### src/rtl/wide_core.sv
// wide_core: small accumulator-style CPU with a single shared memory port.
//
// Instruction word (DATA_W bits): op[DATA_W-1:DATA_W-3], rd (RSEL_W bits),
// field (remaining AF_W bits). The field is both the effective address
// (zero-extended/truncated to ADDR_W) and the LDI immediate.
//
// Ports:
//   clk       - clock, all state changes on rising edge
//   rst       - asynchronous active-high reset
//   addr      - memory address (pc during fetch, ea during data access)
//   data_out  - write data (register value during STR, else 0)
//   data_in   - read data, valid while mem_ready is high
//   we        - write enable, meaningful only while mem_req is high
//   mem_req   - memory request, held until mem_ready is seen
//   mem_ready - transfer done, ignored while mem_req is low
//   halted    - high while in HALT
//
// Build option: define WIDE_CORE_HLT_EN to make op 111 halt the core;
// without it op 111 is a NOP and halted is tied low.
module wide_core #(
  parameter int DATA_W = 8,
  parameter int ADDR_W = 8,
  parameter int NREGS  = 2
) (
  input  logic              clk,
  input  logic              rst,
  output logic [ADDR_W-1:0] addr,
  output logic [DATA_W-1:0] data_out,
  input  logic [DATA_W-1:0] data_in,
  output logic              we,
  output logic              mem_req,
  input  logic              mem_ready,
  output logic              halted
);
  localparam int RSEL_W = (NREGS > 1) ? $clog2(NREGS) : 1;
  localparam int AF_W   = DATA_W - 3 - RSEL_W;

  generate
    if (AF_W < 1) begin : g_af_w_check
      $error("wide_core: DATA_W leaves no address field bits for this NREGS");
    end
  endgenerate

  localparam logic [2:0] OP_JMP = 3'b000;
  localparam logic [2:0] OP_LOD = 3'b001;
  localparam logic [2:0] OP_STR = 3'b010;
  localparam logic [2:0] OP_ADD = 3'b011;
  localparam logic [2:0] OP_SUB = 3'b100;
  localparam logic [2:0] OP_JZ  = 3'b101;
  localparam logic [2:0] OP_LDI = 3'b110;
  localparam logic [2:0] OP_HLT = 3'b111;

  typedef enum logic [2:0] {
    S_RST_IDLE,
    S_F_REQ,
    S_EXEC,
    S_M_REQ,
`ifdef WIDE_CORE_HLT_EN
    S_HALT,
`endif
    S_WB
  } state_t;

  state_t              r_state;
  state_t              w_state_next;
  logic [ADDR_W-1:0]   r_pc;
  logic [ADDR_W-1:0]   w_pc_next;
  logic [DATA_W-1:0]   r_ir;
  logic [DATA_W-1:0]   r_mdr;
  logic [DATA_W-1:0]   r_regs [NREGS];

  logic [2:0]          w_op;
  logic [RSEL_W-1:0]   w_rd;
  logic [AF_W-1:0]     w_field;
  logic [ADDR_W-1:0]   w_ea;
  logic [DATA_W-1:0]   w_imm;
  logic [DATA_W-1:0]   w_rd_val;
  logic [ADDR_W-1:0]   w_pc_inc;
  logic                w_wr_en;
  logic [DATA_W-1:0]   w_wr_data;
  logic [NREGS-1:0]    w_reg_we;

  // Decode always works from the latched instruction, so addr/we/data_out
  // stay constant for the whole M_REQ phase.
  assign w_op     = r_ir[DATA_W-1 -: 3];
  assign w_rd     = r_ir[DATA_W-4 -: RSEL_W];
  assign w_field  = r_ir[AF_W-1:0];
  assign w_imm    = {{(DATA_W-AF_W){1'b0}}, w_field};
  assign w_rd_val = r_regs[w_rd];
  assign w_pc_inc = r_pc + ADDR_W'(1);

  generate
    if (AF_W >= ADDR_W) begin : g_ea_trunc
      assign w_ea = w_field[ADDR_W-1:0];
    end else begin : g_ea_zext
      assign w_ea = {{(ADDR_W-AF_W){1'b0}}, w_field};
    end
  endgenerate

  always_ff @(posedge clk or posedge rst) begin
    if (rst) r_state <= S_RST_IDLE;
    else     r_state <= w_state_next;
  end

  always_comb begin
    w_state_next = r_state;
    case (r_state)
      S_RST_IDLE: w_state_next = S_F_REQ;
      S_F_REQ:    if (mem_ready) w_state_next = S_EXEC;
      S_EXEC: begin
        case (w_op)
          OP_LOD, OP_STR, OP_ADD, OP_SUB: w_state_next = S_M_REQ;
`ifdef WIDE_CORE_HLT_EN
          OP_HLT:                         w_state_next = S_HALT;
`endif
          default:                        w_state_next = S_F_REQ;
        endcase
      end
      S_M_REQ:    if (mem_ready) w_state_next = S_WB;
      S_WB:       w_state_next = S_F_REQ;
`ifdef WIDE_CORE_HLT_EN
      S_HALT:     w_state_next = S_HALT;
`endif
      default:    w_state_next = S_RST_IDLE;
    endcase
  end

  // Bus outputs decode purely from registered state, so reset clears them
  // immediately without waiting for a clock.
  always_comb begin
    mem_req  = 1'b0;
    we       = 1'b0;
    addr     = '0;
    data_out = '0;
    halted   = 1'b0;
    case (r_state)
      S_F_REQ: begin
        mem_req = 1'b1;
        addr    = r_pc;
      end
      S_M_REQ: begin
        mem_req = 1'b1;
        addr    = w_ea;
        if (w_op == OP_STR) begin
          we       = 1'b1;
          data_out = w_rd_val;
        end
      end
`ifdef WIDE_CORE_HLT_EN
      S_HALT:  halted = 1'b1;
`endif
      default: ;
    endcase
  end

  always_comb begin
    w_pc_next = r_pc;
    if (r_state == S_EXEC) begin
      case (w_op)
        OP_JMP:  w_pc_next = w_ea;
        OP_JZ:   w_pc_next = (w_rd_val == '0) ? w_ea : w_pc_inc;
        OP_LDI:  w_pc_next = w_pc_inc;
`ifndef WIDE_CORE_HLT_EN
        OP_HLT:  w_pc_next = w_pc_inc;
`endif
        // memory ops advance pc in WB; a halting HLT leaves pc frozen
        default: w_pc_next = r_pc;
      endcase
    end else if (r_state == S_WB) begin
      w_pc_next = w_pc_inc;
    end
  end

  always_ff @(posedge clk or posedge rst) begin
    if (rst) r_pc <= '0;
    else     r_pc <= w_pc_next;
  end

  always_ff @(posedge clk or posedge rst) begin
    if (rst) begin
      r_ir  <= '0;
      r_mdr <= '0;
    end else begin
      if (r_state == S_F_REQ && mem_ready) r_ir  <= data_in;
      if (r_state == S_M_REQ && mem_ready) r_mdr <= data_in;
    end
  end

  // Register writeback: LDI commits in EXEC, LOD/ADD/SUB commit in WB.
  always_comb begin
    w_wr_en   = 1'b0;
    w_wr_data = w_imm;
    if (r_state == S_EXEC && w_op == OP_LDI) begin
      w_wr_en   = 1'b1;
      w_wr_data = w_imm;
    end else if (r_state == S_WB) begin
      case (w_op)
        OP_LOD: begin w_wr_en = 1'b1; w_wr_data = r_mdr;            end
        OP_ADD: begin w_wr_en = 1'b1; w_wr_data = w_rd_val + r_mdr; end
        OP_SUB: begin w_wr_en = 1'b1; w_wr_data = w_rd_val - r_mdr; end
        default: ;
      endcase
    end
  end

  genvar gi;
  generate
    for (gi = 0; gi < NREGS; gi++) begin : g_reg_we
      assign w_reg_we[gi] = w_wr_en && (w_rd == RSEL_W'(gi));
    end
  endgenerate

  always_ff @(posedge clk or posedge rst) begin
    if (rst) begin
      for (int i = 0; i < NREGS; i++) r_regs[i] <= '0;
    end else begin
      for (int i = 0; i < NREGS; i++) begin
        if (w_reg_we[i]) r_regs[i] <= w_wr_data;
      end
    end
  end

endmodule

### config.mk
export PLATFORM = sky130hd
export DESIGN_NAME = wide_core
export DESIGN_NICKNAME = d
export VERILOG_FILES = /design/src/rtl/wide_core.sv
export SDC_FILE = /design/constraint.sdc
export NUM_CORES = 1
export LEC_CHECK = 0
export CAP_MARGIN = 20
export CELL_PAD_IN_SITES_DETAIL_PLACEMENT = 0
export CELL_PAD_IN_SITES_GLOBAL_PLACEMENT = 1
export CORE_UTILIZATION = 30
export CTS_CLUSTER_SIZE = 12
export DETAILED_ROUTE_END_ITERATION = 6
export PLACE_DENSITY_LB_ADDON = 0.1
export SLEW_MARGIN = 10
export SYNTH_ARGS = -nofsm -noshare
export SYNTH_HDL_FRONTEND = slang
export SYNTH_SLANG_ARGS = --single-unit
### constraint.sdc
create_clock -name clk -period 2.8 [get_ports clk]
set_clock_uncertainty 0.15 [all_clocks]
set_input_delay 0.28 -clock clk [delete_from_list [all_inputs] [get_ports clk]]
set_output_delay 0.28 -clock clk [all_outputs]
set_load 0.02 [all_outputs]
Word-level counts from Yosys, hierarchy flattened
Index checks and enable logic that the tools add are counted.

storage, ports and cells
  register bits after elaboration = 43
  bits in latches = 0
  memory bits (writable) = 0
  ROM bits = 0
  input port bits = 11
  output and inout bits = 19
  memories kept = 0

operators by class
  add/subtract/negate cells = 3
  multipliers = 0
  div/mod/pow operators = 0
  $lt $le $gt $ge = 1
  eq/ne operators = 14
  shift-type cells = 0
  muxes and demuxes = 23
  bitwise logic cells = 2
  reductions and logical operators = 16

operators by type and width
  kind                 count
  $mux 8               10
  $pmux 8 s3           2
  $pmux 8 s2           1
  $eq 3x3->1 const B   5
  $eq 3x2->1 const B   4
  $pmux 3 s4           1
  $add 8x1->8 const B  1
  $add 8x8->8          1
  $logic_not 8->1      1
  $sub 8x8->8          1
  $eq 3x1->1 const B   2
  $logic_not 3->1      2
  $mux 1               6
  $mux 3               2
  $reduce_or 2->1      3
  $logic_and 1x1->1    5
  $ne 2x2->1 const B   2
  $ne 4x2->1 const B   1
  $reduce_and 2->1     2
  $reduce_or 4->1      1
  $reduce_or 3->1      1
  $ge 2x2->1 const B   1
  $mux 2               1
  $not 1->2            1
  other kinds (2)      2

Depth between registers and ports, before layout
  depth after elaboration = 8
  gate-level depth with buffers = 10
  mapped depth without buffers = 10

Worst setup path after synthesis
Ideal clock, no wire load.

  path kind = register -> register
  from = register r_ir[4]
  to = register r_regs[5] (netlist name)
  library setup time = 0.082 ns
  arrival = 2.544 ns
  required time = 2.568 ns
  path slack = 0.024 ns
  cell stages (with the launch flop) = 9
  path buffers = 1
  cell sequence = dfrtp_1 > buf_1 > mux2_2 > ha_1 > a21oi_1 > a21oi_1 > o21ai_0 > or3b_2 > a31oi_1

on the way
  cells in the longest elaborated chain, start to end = 8

RTL lines
  element                                     line      RTL
  start: declaration                          68        logic [DATA_W-1:0] r_ir;
  start signal: assignment                    184       if (r_state == S_F_REQ && mem_ready) r_ir <= data_in;
  $not 1->2 (not written as such)             89        assign w_rd_val = r_regs[w_rd];
  $mux 8 (not written as such) (3 in series)  89
  $sub 8x8->8 or $add 8x8->8 (tied branches)  200, 199
  $pmux 8 s3                                  197       case (w_op)
  $mux 8                                      196       end else if (r_state == S_WB) begin
  $mux 8                                      193       if (r_state == S_EXEC && w_op == OP_LDI) begin
  end signal: indexed assignment              218       if (w_reg_we[i]) r_regs[i] <= w_wr_data;
  end: declaration                            70        logic [DATA_W-1:0] r_regs [NREGS];

Parallel ways exist; a longest one is shown, timed or not. The select of a mux whose other input is x is not followed.
A chain may end at the register's enable or synchronous reset.

Final worst setup path
Same ends and word-level chain as after synthesis.

==> summary.md <==
| Metric | Value |
|---|---|
| Horizontal extent of the die | 100 um |
| Combined area of the multi-input logic cells | 1690 um2 |
| Finished layout cell area | 3520 um2 |
| Status | completed |
| Compound-gate portion of the synthesized area | 14.0% |
| Top Ports | 30 |
| Fin crit share | 94.5% |
| Total placed instance area | 3400 um2 |
| CTS Buf Count | 5 |
| # H-tree levels | 2 |
| Leading post-synthesis cells by instance count | sky130_fd_sc_hd__dfrtp_1 (43), sky130_fd_sc_hd__mux2_2 (30), sky130_fd_sc_hd__nor2_1 (20), sky130_fd_sc_hd__inv_1 (17) |
| Total of flip-flops plus latches after synthesis | 43 |
| Sequential cell area fraction in the yosys report | 37.1% |
| Clk sinks | 43 |
| Worst-path fanout max | 11 |
| Static leakage | 1.47 nW |
| Antenna-violating nets left | 0 |
| Worst-margin pin slew | 0.575 ns |
| Layout cells sized above 1 | 21.7% |
| Detailed-route wire length per cell | 17.2 um |
| Peak Freq | 378 MHz |
| Arrival time reported for the critical path endpoint | 2.72 ns |
| Root Driver | sky130_fd_sc_hd__clkbuf_8 |
| Ratio of routed vias to standard cells | 4.96 |
| Total wirelength of the detailed-routed design | 7.94 mm |
| Clock network power share | 12.0% |
| Clock slew at reported path FFs | 0.09 ns |
| Worst-case vdd ir drop | 0.573 mV |
| Maximum clock path buffer count | 2 |
| GRT Resource Usage Total | 17.0% |
| Number of diodes added for antenna fixing | 0 |
| Dominant cell type by area after synthesis | sky130_fd_sc_hd__dfrtp_1 |
| Cells taking the most area after synthesis | sky130_fd_sc_hd__dfrtp_1 (37%), sky130_fd_sc_hd__mux2_2 (12%), sky130_fd_sc_hd__mux2i_1 (5.5%), sky130_fd_sc_hd__ha_1 (3.9%), sky130_fd_sc_hd__xnor2_1 (3.6%) |
| Starting Density | 31.3% |
| Critical path launch point | r_ir[4] |
| Setup Crit Path Kind | reg -> reg |
| Class of the tightest hold or removal check | in -> async |
| Part of the total power dissipated in sequential elements | 27.2% |
| Primary FF master, synth | sky130_fd_sc_hd__dfrtp_1 |
| Hold Vio Cnt, Final | 0 |
| Net total in the final layout | 353 |
| Final Critical Period | 2.64 ns |
| Worst setup slack for register-to-register paths | 0.16 ns |
| Rel. slew slack | 61.4% |
| Destination of the worst register-to-register timing path | r_regs[5] |
| Switching part of the total | 43.2% |
| Total placed cells including tap cells | 453 |
| Number of enable flip-flop cells after synthesis | 0 |
| Non-filler instance count after layout | 461 |
| Post-synthesis xor/xnor area fraction | 3.92% |
| FF/Latch Area | 1080 um2 |
| Total of max-cap violations | 0 |
| Number of failing setup endpoints in the final timing report | 0 |
| Final Wtd Congestion | 0.778 |
| Via count | 2287 |
| Register-to-Register Path Depth | 7 |
| Worst setup SP type | flip-flop |
| Clock latency on the worst-skew pair | 0.30 ns |
| Worst setup EP type | flip-flop |
| GRT overflow | 0 |
| Post-Synth Adder-Cell Area | 4.57% |
| Number of antenna violations at the first check in global routing | 0 |
| Total power density per cell area | 1150 nW/um2 |
| Share of synthesized area spent on multiplexers | 17.2% |
| Core Region | 9280 um2 |
| Worst reg2reg startpoint | r_ir[4] |
| Internal | 2.30 mW |
| Violation count after the first detailed-route iteration | 58 |
| Synth cell types | 59 |
| Synthesized area divided by synthesized cell count | 10.1 um2 |
| Total net switching power | 1.75 mW |
| Floorplan die area | 10100 um2 |
| Drt pass-1 iters | 4 |
| Vias in the first global route | 2224 |
| Worst Setup EP | r_regs[5] |
| Total Neg Setup Slack | 0 ns |
| Wire length of the first global-routing pass | 12.8 mm |
| Final count of pins violating max slew | 0 |
| Number of port buffers | 28 |
| Worst EP required | 2.87 ns |
| Largest family of logic cells by synthesized area | simple AND/OR/NAND/NOR gates |
| Height of the chip | 100 um |
| Site Rows | 35 |
| Simple-gate portion of the synthesized area | 18.1% |
| Nets in the synthesized netlist | 309 |
| Clock tree from TritonCTS | built |
| Post-synthesis to final-layout area growth | 21.5% |
| FFs w/ async S/R, synth | 100% |
| Maximum number of pins on one net before global-route repair | 30 |
| Netlist area before placement | 2900 um2 |
| Total of hold buffers inserted after clock tree synthesis | 0 |
| Synthesized instance count | 288 |
| Cell with the most instances after synthesis | sky130_fd_sc_hd__dfrtp_1 |
| DRC violations left | 0 |
| Half-perimeter wire length after detailed placement | 6.18 mm |
| RSZ-0062 raised after global routing | false |
| Yosys synthesis warning count | 0 |
| Fill cells | 979 |
| Area share of the leading cell type in the synthesized netlist | 37.1% |
| Combinational Power Share | 60.7% |
-- state kept, by name, indices dropped and copies added, names as in the netlist --
| name | count |
|---|---|
| r_mdr | 8 |
| r_regs | 16 |
| r_pc | 8 |
| r_state | 3 |
| r_ir | 8 |
-- placed cells by master, fill, tap and decap left out, drive strengths merged, types with 11 or more instances in the layout --
master / n
o21ai: 11
mux2: 30
nor2: 20
inv: 16
buf: 20
nand2: 16
mux2i: 16
clkdlybuf4s50: 28
a31oi: 12
xnor2: 12
dfrtp: 43
-- worst max-delay path, stage by stage (launching register included) --
cell	delay, ns
sky130_fd_sc_hd__dfrtp_1	0.45
sky130_fd_sc_hd__buf_4	0.22
sky130_fd_sc_hd__mux2_2	0.39
sky130_fd_sc_hd__ha_1	0.35
sky130_fd_sc_hd__a21o_1	0.22
sky130_fd_sc_hd__o21ai_0	0.14
sky130_fd_sc_hd__or3b_2	0.48
sky130_fd_sc_hd__a31oi_1	0.17
-- power groups by stage --
stage	logic, mW	clock network [mW]	registers (mW)
final	2.46	0.488	1.10
after global routing	2.72	0.525	1.15
after CTS	2.44	0.502	1.11
after detailed placement	2.43	0	1.12
after global placement	2.43	0	1.12
after floorplan	1.76	0	1.03
-- cells by family (layout without fill, tap and decap cells) --
logic type               after synthesis  in the layout
multiplexers                          46             46
XOR/XNOR                              13             13
buffers and inverters                 28             72
adder cells (fa/ha/maj)               10             10
AO/OA/AOI/OAI                         55             55
flip-flops                            43             43
other                                  1              1
AND/OR/NAND/NOR                       92             92
-- layout make-up --
type                            instances  share of cell area (%)
Clock buffer                            6                    2.06
Clock inverter                          1                   0.852
Inverter                               17                    1.81
Multi-Input combinational cell        217                    48.0
Sequential cell                        43                    30.5
Tap cell                              129                    4.58
Timing Repair Buffer                   48                    12.2
-- worst min path at each step --
stage                           from  depth (start not counted)  slack, ns    endpoint
after floorplan            mem_ready                          1       0.23  r_state[0]
after global placement    r_regs[12]                          2       0.36  r_regs[12]
after detailed placement   r_regs[4]                          2       0.35   r_regs[4]
after CTS                        rst                          2       0.13  r_state[0]
after global routing             rst                          2       0.18  r_state[0]
final                            rst                          2       0.12  r_state[0]
-- per-stage QoR --
| step | total power, mW | util (%) | worst slack (ns) | hold WS [ns] |
|---|---|---|---|---|
| 6_report | 4.05 | 38.0 | 0.155 | 0.119 |
| 5_1_grt | 4.39 | 38.0 | 0.0179 | 0.178 |
| 4_1_cts | 4.05 | 37.8 | 0.116 | 0.135 |
| 3_5_place_dp | 3.55 | 36.7 | 0.130 | 0.352 |
| 3_3_place_gp | 3.55 | 36.7 | 0.111 | 0.355 |
| 2_1_floorplan | 2.79 | - | 0.0244 | 0.226 |
-- layer usage --
metal  part of all wire, %  up-vias  GRT usage, %
met5                     0        -             0
met2                    45       28          26.0
met1                    52     1124          25.1
li1                      -     1127             -
met3                   1.9        8          2.51
met4                   1.2        0          4.24
-- what timing repair did --
item / in CTS / in global routing
buffers inserted: 0 / 1
setup endpoints to repair: 0 / 5
resized for setup: 0 / 3
No activity file was read; power rests on OpenSTA's default activity.
